[src/rtl/pwm_capture_if.sv]
// Peripheral-bus view of the PWM capture block.
//   ctrl_in  : [31]=en, [0]=clr (level, clears sticky flags), other bits reserved
//   period_o : {valid, ovf, 3'b0, period[26:0]}
//   high_o   : {valid, ovf, 3'b0, high[26:0]}
//   stuck_o  : {stuck, synced PWM level}
//   done_o   : one-cycle pulse when a new period/high pair is latched
// master = bus side (drives ctrl), slave = capture block.
interface pwm_capture_if;
   logic [31:0] ctrl_in;
   logic [31:0] period_o;
   logic [31:0] high_o;
   logic [1:0]  stuck_o;
   logic        done_o;

   modport master (
      output ctrl_in,
      input  period_o,
      input  high_o,
      input  stuck_o,
      input  done_o
   );

   modport slave (
      input  ctrl_in,
      output period_o,
      output high_o,
      output stuck_o,
      output done_o
   );
endinterface

[src/rtl/pwm_capture.sv]
// PWM capture: measures period and high time of an asynchronous PWM input in CLK cycles.
// Results use the generator's register layout: period reads back as top+1, high as cmp.
//   CLK     : clock, all logic on posedge
//   RST     : synchronous reset, active-high
//   PWM_IN  : asynchronous PWM input
//   bus     : control word in, period/high/stuck/done results out (see pwm_capture_if)
// Parameters:
//   CNT_W       : counter/result width, at most 27
//   SYNC_STAGES : input synchronizer depth, at least 2
//   TIMEOUT     : edge-free cycles before STUCK is declared, 1 .. 2^CNT_W-1
module pwm_capture #(
   parameter int unsigned CNT_W       = 27,
   parameter int unsigned SYNC_STAGES = 2,
   parameter int unsigned TIMEOUT     = 32'h07FF_FFFF
) (
   input  logic         CLK,
   input  logic         RST,
   input  logic         PWM_IN,
   pwm_capture_if.slave bus
);

   localparam logic [CNT_W-1:0] CntMax   = '1;
   localparam logic [CNT_W-1:0] TimeoutC = CNT_W'(TIMEOUT);

   typedef enum logic [2:0] {
      StOff,
      StArm,
      StHigh,
      StLow,
      StStuck
   } state_e;

   state_e state_q, state_d;

   // Input synchronizer plus one delay flop for edge detection. Both edges pass
   // through the same pipeline, so measured widths carry no latency skew.
   logic [SYNC_STAGES-1:0] sync_q;
   logic                   dly_q;
   logic                   s;
   logic                   rise;
   logic                   fall;
   logic                   edge_seen;

   logic en;
   logic clr;
   logic unused_ctrl;

   logic [CNT_W-1:0] cnt_q, cnt_d;
   logic [CNT_W-1:0] gap_q, gap_d;
   logic [CNT_W-1:0] hi_tmp_q, hi_tmp_d;
   logic [CNT_W-1:0] period_q, period_d;
   logic [CNT_W-1:0] high_q, high_d;
   logic             ovf_run_q, ovf_run_d;
   logic             skip_q, skip_d;
   logic             valid_q, valid_d;
   logic             ovf_q, ovf_d;
   logic             stuck_q, stuck_d;
   logic             done_q, done_d;

   logic [CNT_W-1:0] cnt_inc;
   logic             cnt_sat;
   logic [CNT_W-1:0] gap_inc;
   logic             timeout;

   logic [26:0] period_fld;
   logic [26:0] high_fld;

   assign s         = sync_q[SYNC_STAGES-1];
   assign rise      = s & ~dly_q;
   assign fall      = ~s & dly_q;
   assign edge_seen = rise | fall;

   assign en          = bus.ctrl_in[31];
   assign clr         = bus.ctrl_in[0];
   assign unused_ctrl = ^bus.ctrl_in[30:1];

   // Saturating period counter and edge-gap counter increments.
   always_comb begin
      cnt_sat = (cnt_q == CntMax);
      cnt_inc = cnt_sat ? cnt_q : cnt_q + CNT_W'(1);
      if (edge_seen) begin
         gap_inc = '0;
      end else if (gap_q == TimeoutC) begin
         gap_inc = gap_q;
      end else begin
         gap_inc = gap_q + CNT_W'(1);
      end
      // An edge forces gap_inc to zero, so timeout never coincides with an edge.
      timeout = (gap_inc == TimeoutC);
   end

   always_comb begin
      state_d   = state_q;
      cnt_d     = cnt_q;
      gap_d     = gap_q;
      ovf_run_d = ovf_run_q;
      hi_tmp_d  = hi_tmp_q;
      skip_d    = skip_q;
      period_d  = period_q;
      high_d    = high_q;
      valid_d   = valid_q;
      ovf_d     = ovf_q;
      stuck_d   = stuck_q;
      done_d    = 1'b0;

      if (state_q != StOff) begin
         cnt_d     = rise ? CNT_W'(1) : cnt_inc;
         gap_d     = gap_inc;
         // Overflow is tracked per period: a rise starts a fresh one.
         ovf_run_d = rise ? 1'b0 : (ovf_run_q | cnt_sat);
      end

      // Clear first so that a coinciding update or stuck detection wins.
      if (clr) begin
         valid_d = 1'b0;
         ovf_d   = 1'b0;
         stuck_d = 1'b0;
      end

      if ((state_q != StOff) && !en) begin
         // Partial measurement is dropped; published results are kept.
         state_d   = StOff;
         cnt_d     = '0;
         gap_d     = '0;
         ovf_run_d = 1'b0;
         skip_d    = 1'b0;
      end else begin
         unique case (state_q)
            StOff: begin
               cnt_d     = '0;
               gap_d     = '0;
               ovf_run_d = 1'b0;
               skip_d    = 1'b0;
               if (en) begin
                  state_d = StArm;
               end
            end
            StArm: begin
               // The partial period before the first rise is discarded.
               if (rise) begin
                  state_d = StHigh;
               end else if (timeout) begin
                  state_d = StStuck;
                  stuck_d = 1'b1;
               end
            end
            StHigh: begin
               if (fall) begin
                  hi_tmp_d = cnt_q;
                  state_d  = StLow;
               end else if (timeout) begin
                  state_d = StStuck;
                  stuck_d = 1'b1;
               end
            end
            StLow: begin
               if (rise) begin
                  state_d = StHigh;
                  if (skip_q) begin
                     // High phase began inside STUCK, so hi_tmp is not trustworthy.
                     skip_d = 1'b0;
                  end else begin
                     period_d = cnt_q;
                     high_d   = hi_tmp_q;
                     valid_d  = 1'b1;
                     ovf_d    = ovf_run_q;
                     done_d   = 1'b1;
                  end
               end else if (timeout) begin
                  state_d = StStuck;
                  stuck_d = 1'b1;
               end
            end
            StStuck: begin
               if (rise) begin
                  state_d = StHigh;
                  stuck_d = 1'b0;
               end else if (fall) begin
                  state_d = StLow;
                  skip_d  = 1'b1;
                  stuck_d = 1'b0;
               end
            end
            default: begin
               state_d = StOff;
            end
         endcase
      end
   end

   always_ff @(posedge CLK) begin
      if (RST) begin
         sync_q    <= '0;
         dly_q     <= 1'b0;
         state_q   <= StOff;
         cnt_q     <= '0;
         gap_q     <= '0;
         hi_tmp_q  <= '0;
         ovf_run_q <= 1'b0;
         skip_q    <= 1'b0;
         period_q  <= '0;
         high_q    <= '0;
         valid_q   <= 1'b0;
         ovf_q     <= 1'b0;
         stuck_q   <= 1'b0;
         done_q    <= 1'b0;
      end else begin
         sync_q    <= {sync_q[SYNC_STAGES-2:0], PWM_IN};
         dly_q     <= s;
         state_q   <= state_d;
         cnt_q     <= cnt_d;
         gap_q     <= gap_d;
         hi_tmp_q  <= hi_tmp_d;
         ovf_run_q <= ovf_run_d;
         skip_q    <= skip_d;
         period_q  <= period_d;
         high_q    <= high_d;
         valid_q   <= valid_d;
         ovf_q     <= ovf_d;
         stuck_q   <= stuck_d;
         done_q    <= done_d;
      end
   end

   always_comb begin
      period_fld               = '0;
      period_fld[CNT_W-1:0]    = period_q;
      high_fld                 = '0;
      high_fld[CNT_W-1:0]      = high_q;
   end

   assign bus.period_o = {valid_q, ovf_q, 3'b000, period_fld};
   assign bus.high_o   = {valid_q, ovf_q, 3'b000, high_fld};
   assign bus.stuck_o  = {stuck_q, s};
   assign bus.done_o   = done_q;

endmodule
[src/flat_wrapper.sv]
// flat-port wrapper written by rule: the top's interface ports become plain ports
module pwm_capture_flat 
#(
   parameter int unsigned CNT_W       = 27,
   parameter int unsigned SYNC_STAGES = 2,
   parameter int unsigned TIMEOUT     = 32'h07FF_FFFF
)
  (CLK, RST, PWM_IN, bus_ctrl_in, bus_period_o, bus_high_o, bus_stuck_o, bus_done_o);
  pwm_capture_if bus_i ();
  input  logic CLK;
  input  logic RST;
  input  logic PWM_IN;
  input wire logic [$bits(bus_i.ctrl_in)-1:0] bus_ctrl_in;
  output wire logic [$bits(bus_i.period_o)-1:0] bus_period_o;
  output wire logic [$bits(bus_i.high_o)-1:0] bus_high_o;
  output wire logic [$bits(bus_i.stuck_o)-1:0] bus_stuck_o;
  output wire logic [$bits(bus_i.done_o)-1:0] bus_done_o;
  assign bus_i.ctrl_in = bus_ctrl_in;
  assign bus_period_o = bus_i.period_o;
  assign bus_high_o = bus_i.high_o;
  assign bus_stuck_o = bus_i.stuck_o;
  assign bus_done_o = bus_i.done_o;
  pwm_capture #(.CNT_W(CNT_W), .SYNC_STAGES(SYNC_STAGES), .TIMEOUT(TIMEOUT)) u_core (.CLK(CLK), .RST(RST), .PWM_IN(PWM_IN), .bus(bus_i));
endmodule
[config.mk]
export PLATFORM = sky130hd
export DESIGN_NAME = pwm_capture_flat
export DESIGN_NICKNAME = d
export VERILOG_FILES = /design/src/rtl/pwm_capture_if.sv /design/src/rtl/pwm_capture.sv /design/src/flat_wrapper.sv
export SDC_FILE = /design/constraint.sdc
export NUM_CORES = 1
export LEC_CHECK = 0
export BUFFER_PORTS_ARGS = -buffer_cell sky130_fd_sc_hd__buf_2
export CORE_MARGIN = 5
export CORE_UTILIZATION = 60
export CTS_CLUSTER_SIZE = 14
export DETAILED_ROUTE_END_ITERATION = 10
export PLACE_DENSITY_LB_ADDON = 0.12
export SYNTH_ARGS = -nofsm -noshare
export SYNTH_HDL_FRONTEND = slang
export SYNTH_SLANG_ARGS = --single-unit
[constraint.sdc]
create_clock -name CLK -period 6.9 [get_ports CLK]
set_clock_uncertainty 0.05 [all_clocks]
set_input_delay 1.035 -clock CLK [delete_from_list [all_inputs] [get_ports CLK]]
set_output_delay 1.035 -clock CLK [all_outputs]
set_load 0.005 [all_outputs]
==> qor.yml <==
cts_tree: "yes"
nNetsFinal: 852
grt_max_degree: 91
grt.total_usage_pct: 23.4
via_count: 5437
synthAdderAreaFrac_pct: 0.799
grt_pass1_vias: 5058
synthXorXnorAreaFrac_pct: 6.29
tightest_slew_ns: 1.10
synth-compound-area-share_pct: 11.6
antenna_left: 0
wl_per_cell_microns: 14.9
place_ws_ns: 3.44
finalWirelength_mm: 14.3
holdWs_ns: 0.397
seq_area_frac_synth_pct: 47.0
drv_slew: 0
detail_route.iter0.violations: 307
setup_tns_ns: 0
synthMuxAreaShare_pct: 0.519
final_hold_viol_count: 0
rows: 37
portBuffers: 65
outcome: "finished, final reports clean"
layout_min_cycle_time_ns: 3.42
drt_drc_violations_left: 0
layout-drive-gt1-share_pct: 14.8
netlist.area_leader.share_pct: 47.0
min_path_type: "reg2reg"
syn2layout_area_growth_pct: 13.8
cts_resized: 0
dieArea_sq_um: 12600
synth_edf_count: 0
p_total_mw: 1.78
powerDensity_nw_per_um2: 250
worst_slack_ns: 3.48
drt-pass1-iter-count: 5
fmax_ghz: 0.292
synth-seq-cells: 147
path_class: "reg2reg"
synthSimpleGateAreaFrac_pct: 28.8
ys_types: 55
start_kind: "flop"
synth_top_family_by_area: "simple AND/OR/NAND/NOR gates"
cts_buffer_depth: 2
async_flop_share_pct: 0
start_util_pct: 61.2
vias_per_cell: 5.65
ff2ff_path_depth: 9
die_w_microns: 112
core-area_sq_um: 10200
insertion_delay_ns: 0.53
root_buffer: "clkbuf_8"
ir_drop_v: 0.000152
dpl.hpwl_mm: 9.79
synthCells: 778
die_y_microns: 112
yosysTopAreaCell: "dfxtp_1"
synthTopCellsByArea: "dfxtp_1 (47%), nand2_1 (12%), a21oi_1 (7.8%)"
clk_pin_slew_ns: 0.06
grt_pass1_wl_mm: 24.3
worst-endpoint-required_ns: 7.32
hold_buffers: 0
rsz0062_at_grt: "no"
clock-sinks: 147
slew-limit-headroom_pct: 25.8
numCtsBuffers: 17
synth.avg_cell_area_sq_um: 8.05
synth_common_cells: "nand2_1 (193), dfxtp_1 (147), a21oi_1 (97)"
critical_path_arrival_ns: 3.85
grt_overflow: 0
synth_area_sq_um: 6260
min_path_cells: 1
critPathCaptureType: "flop"
h-tree-depth: 4
grt_antenna_before_repair: 0
fill_cells: 850
power_leakage_nw: 2.50
worstPathMaxFanout: 12
drv_cap: 0
post-synth-top-count-cell: "nand2_1"
postCtsSetupRepairBufs: 0
finalSetupViolCount: 0
place_congestion: 0.881
antenna-diode-count: 0
ys.flop_type: "dfxtp_1"
synth_warnings: 0
ios: 102
fin_crit_sh_pct: 49.6
==> cells in the final DEF (no fill, tap or decap), types with 3 or more instances in the layout <==
cell type / synthesis / final
nand2_1: 193 / 193
dfxtp_1: 147 / 147
a21oi_1: 97 / 97
nor2_1: 70 / 70
buf_2: 6 / 65
nand4_1: 25 / 25
xor2_1: 25 / 25
xnor2_1: 20 / 20
nor3_1: 21 / 19
nand3_1: 18 / 18
clkbuf_16: 0 / 16
inv_1: 10 / 10
or3_1: 9 / 8
and4_1: 8 / 8
conb_1: 1 / 6
nor2b_1: 5 / 5
and3_1: 5 / 5
nand3b_1: 4 / 4
a31oi_1: 4 / 4
nor4_1: 4 / 4
and2_1: 4 / 4
ha_1: 4 / 4
inv_6: 0 / 4
buf_4: 12 / 4
nand2b_1: 3 / 3
o21ai_1: 3 / 3
nor3_2: 1 / 3
nor3b_1: 3 / 3
clkinv_4: 0 / 3
clkinv_2: 0 / 3
==> cell families after synthesis <==
group | Yosys count
other | 1
AO/OA/AOI/OAI | 126
AND/OR/NAND/NOR | 384
XOR/XNOR | 45
flip-flops | 147
adder cells (fa/ha/maj) | 4
buffers and inverters | 68
multiplexers | 3
==> cell type report <==
class / count / area (sq um) / area share (%)
inverters: 10 / 37.5 / 0.527
multi-input cells: 568 / 3040 / 42.7
clock inverters: 14 / 151 / 2.12
clock buffers: 18 / 428 / 6.00
repair buffers: 69 / 355 / 4.99
well taps: 136 / 170 / 2.39
flip-flops and latches: 147 / 2940 / 41.3
==> report_power, final <==
part / internal, mW / leakage [nW] / switching, mW
Combinational: 0.00748 / 1.04 / 0.0256
Sequential: 0.851 / 1.18 / 0.00473
Clock: 0.528 / 0.282 / 0.367
==> critical path, stage by stage, from the launching register on <==
cell and delay, ns:
dfxtp_1 0.51, ha_1 0.46, and3_1 0.27, nand4_1 0.41
nor3_1 0.44, o211a_1 0.22, nor4b_4 0.20, nand4_2 0.18
or4_4 0.55, nand2_1 0.08
==> registers in the layout (all words and copies together), names as in the netlist <==
signal and count:
u_core.bus.done_o 1, u_core.cnt_q 27, u_core.dly_q 1, u_core.gap_q 27
u_core.hi_tmp_q 27, u_core.high_fld 27, u_core.ovf_q 1, u_core.ovf_run_q 1
u_core.period_fld 27, u_core.skip_q 1, u_core.state_q 3, u_core.stuck_q 1
u_core.sync_q 2, u_core.valid_q 1
==> metal layers <==
metal | GRT usage [%] | vias to the layer above | wire length (microns)
li1 | - | 2692 | -
met1 | 30.6 | 2575 | 6470
met2 | 38.1 | 149 | 6910
met3 | 5.50 | 21 | 765
met4 | 8.01 | 0 | 193
met5 | 0 | - | 0
==> worst paths after layout <==
kind / start / to / slack (ns)
worst min-delay path: u_core.sync_q[0]$_SDFF_PP0_ / u_core.sync_q[1]$_SDFF_PP0_ / 0.40
worst min register to register: u_core.sync_q[0]$_SDFF_PP0_ / u_core.sync_q[1]$_SDFF_PP0_ / 0.40
worst max-delay path: u_core.gap_q[0]$_SDFFE_PP0N_ / u_core.stuck_q$_SDFF_PP0_ / 3.48
worst max register to register: u_core.gap_q[0]$_SDFFE_PP0N_ / u_core.stuck_q$_SDFF_PP0_ / 3.48
==> stage by stage <==
stage	std cells	cell area [sq um]	utilization, %
2_1_floorplan	783	6280	-
3_3_place_gp	930	6550	64.0
3_5_place_dp	930	6550	64.0
4_1_cts	962	7130	69.7
5_1_grt	962	7130	69.7
6_report	962	7130	69.7
Power figures use the tool's default switching activity.
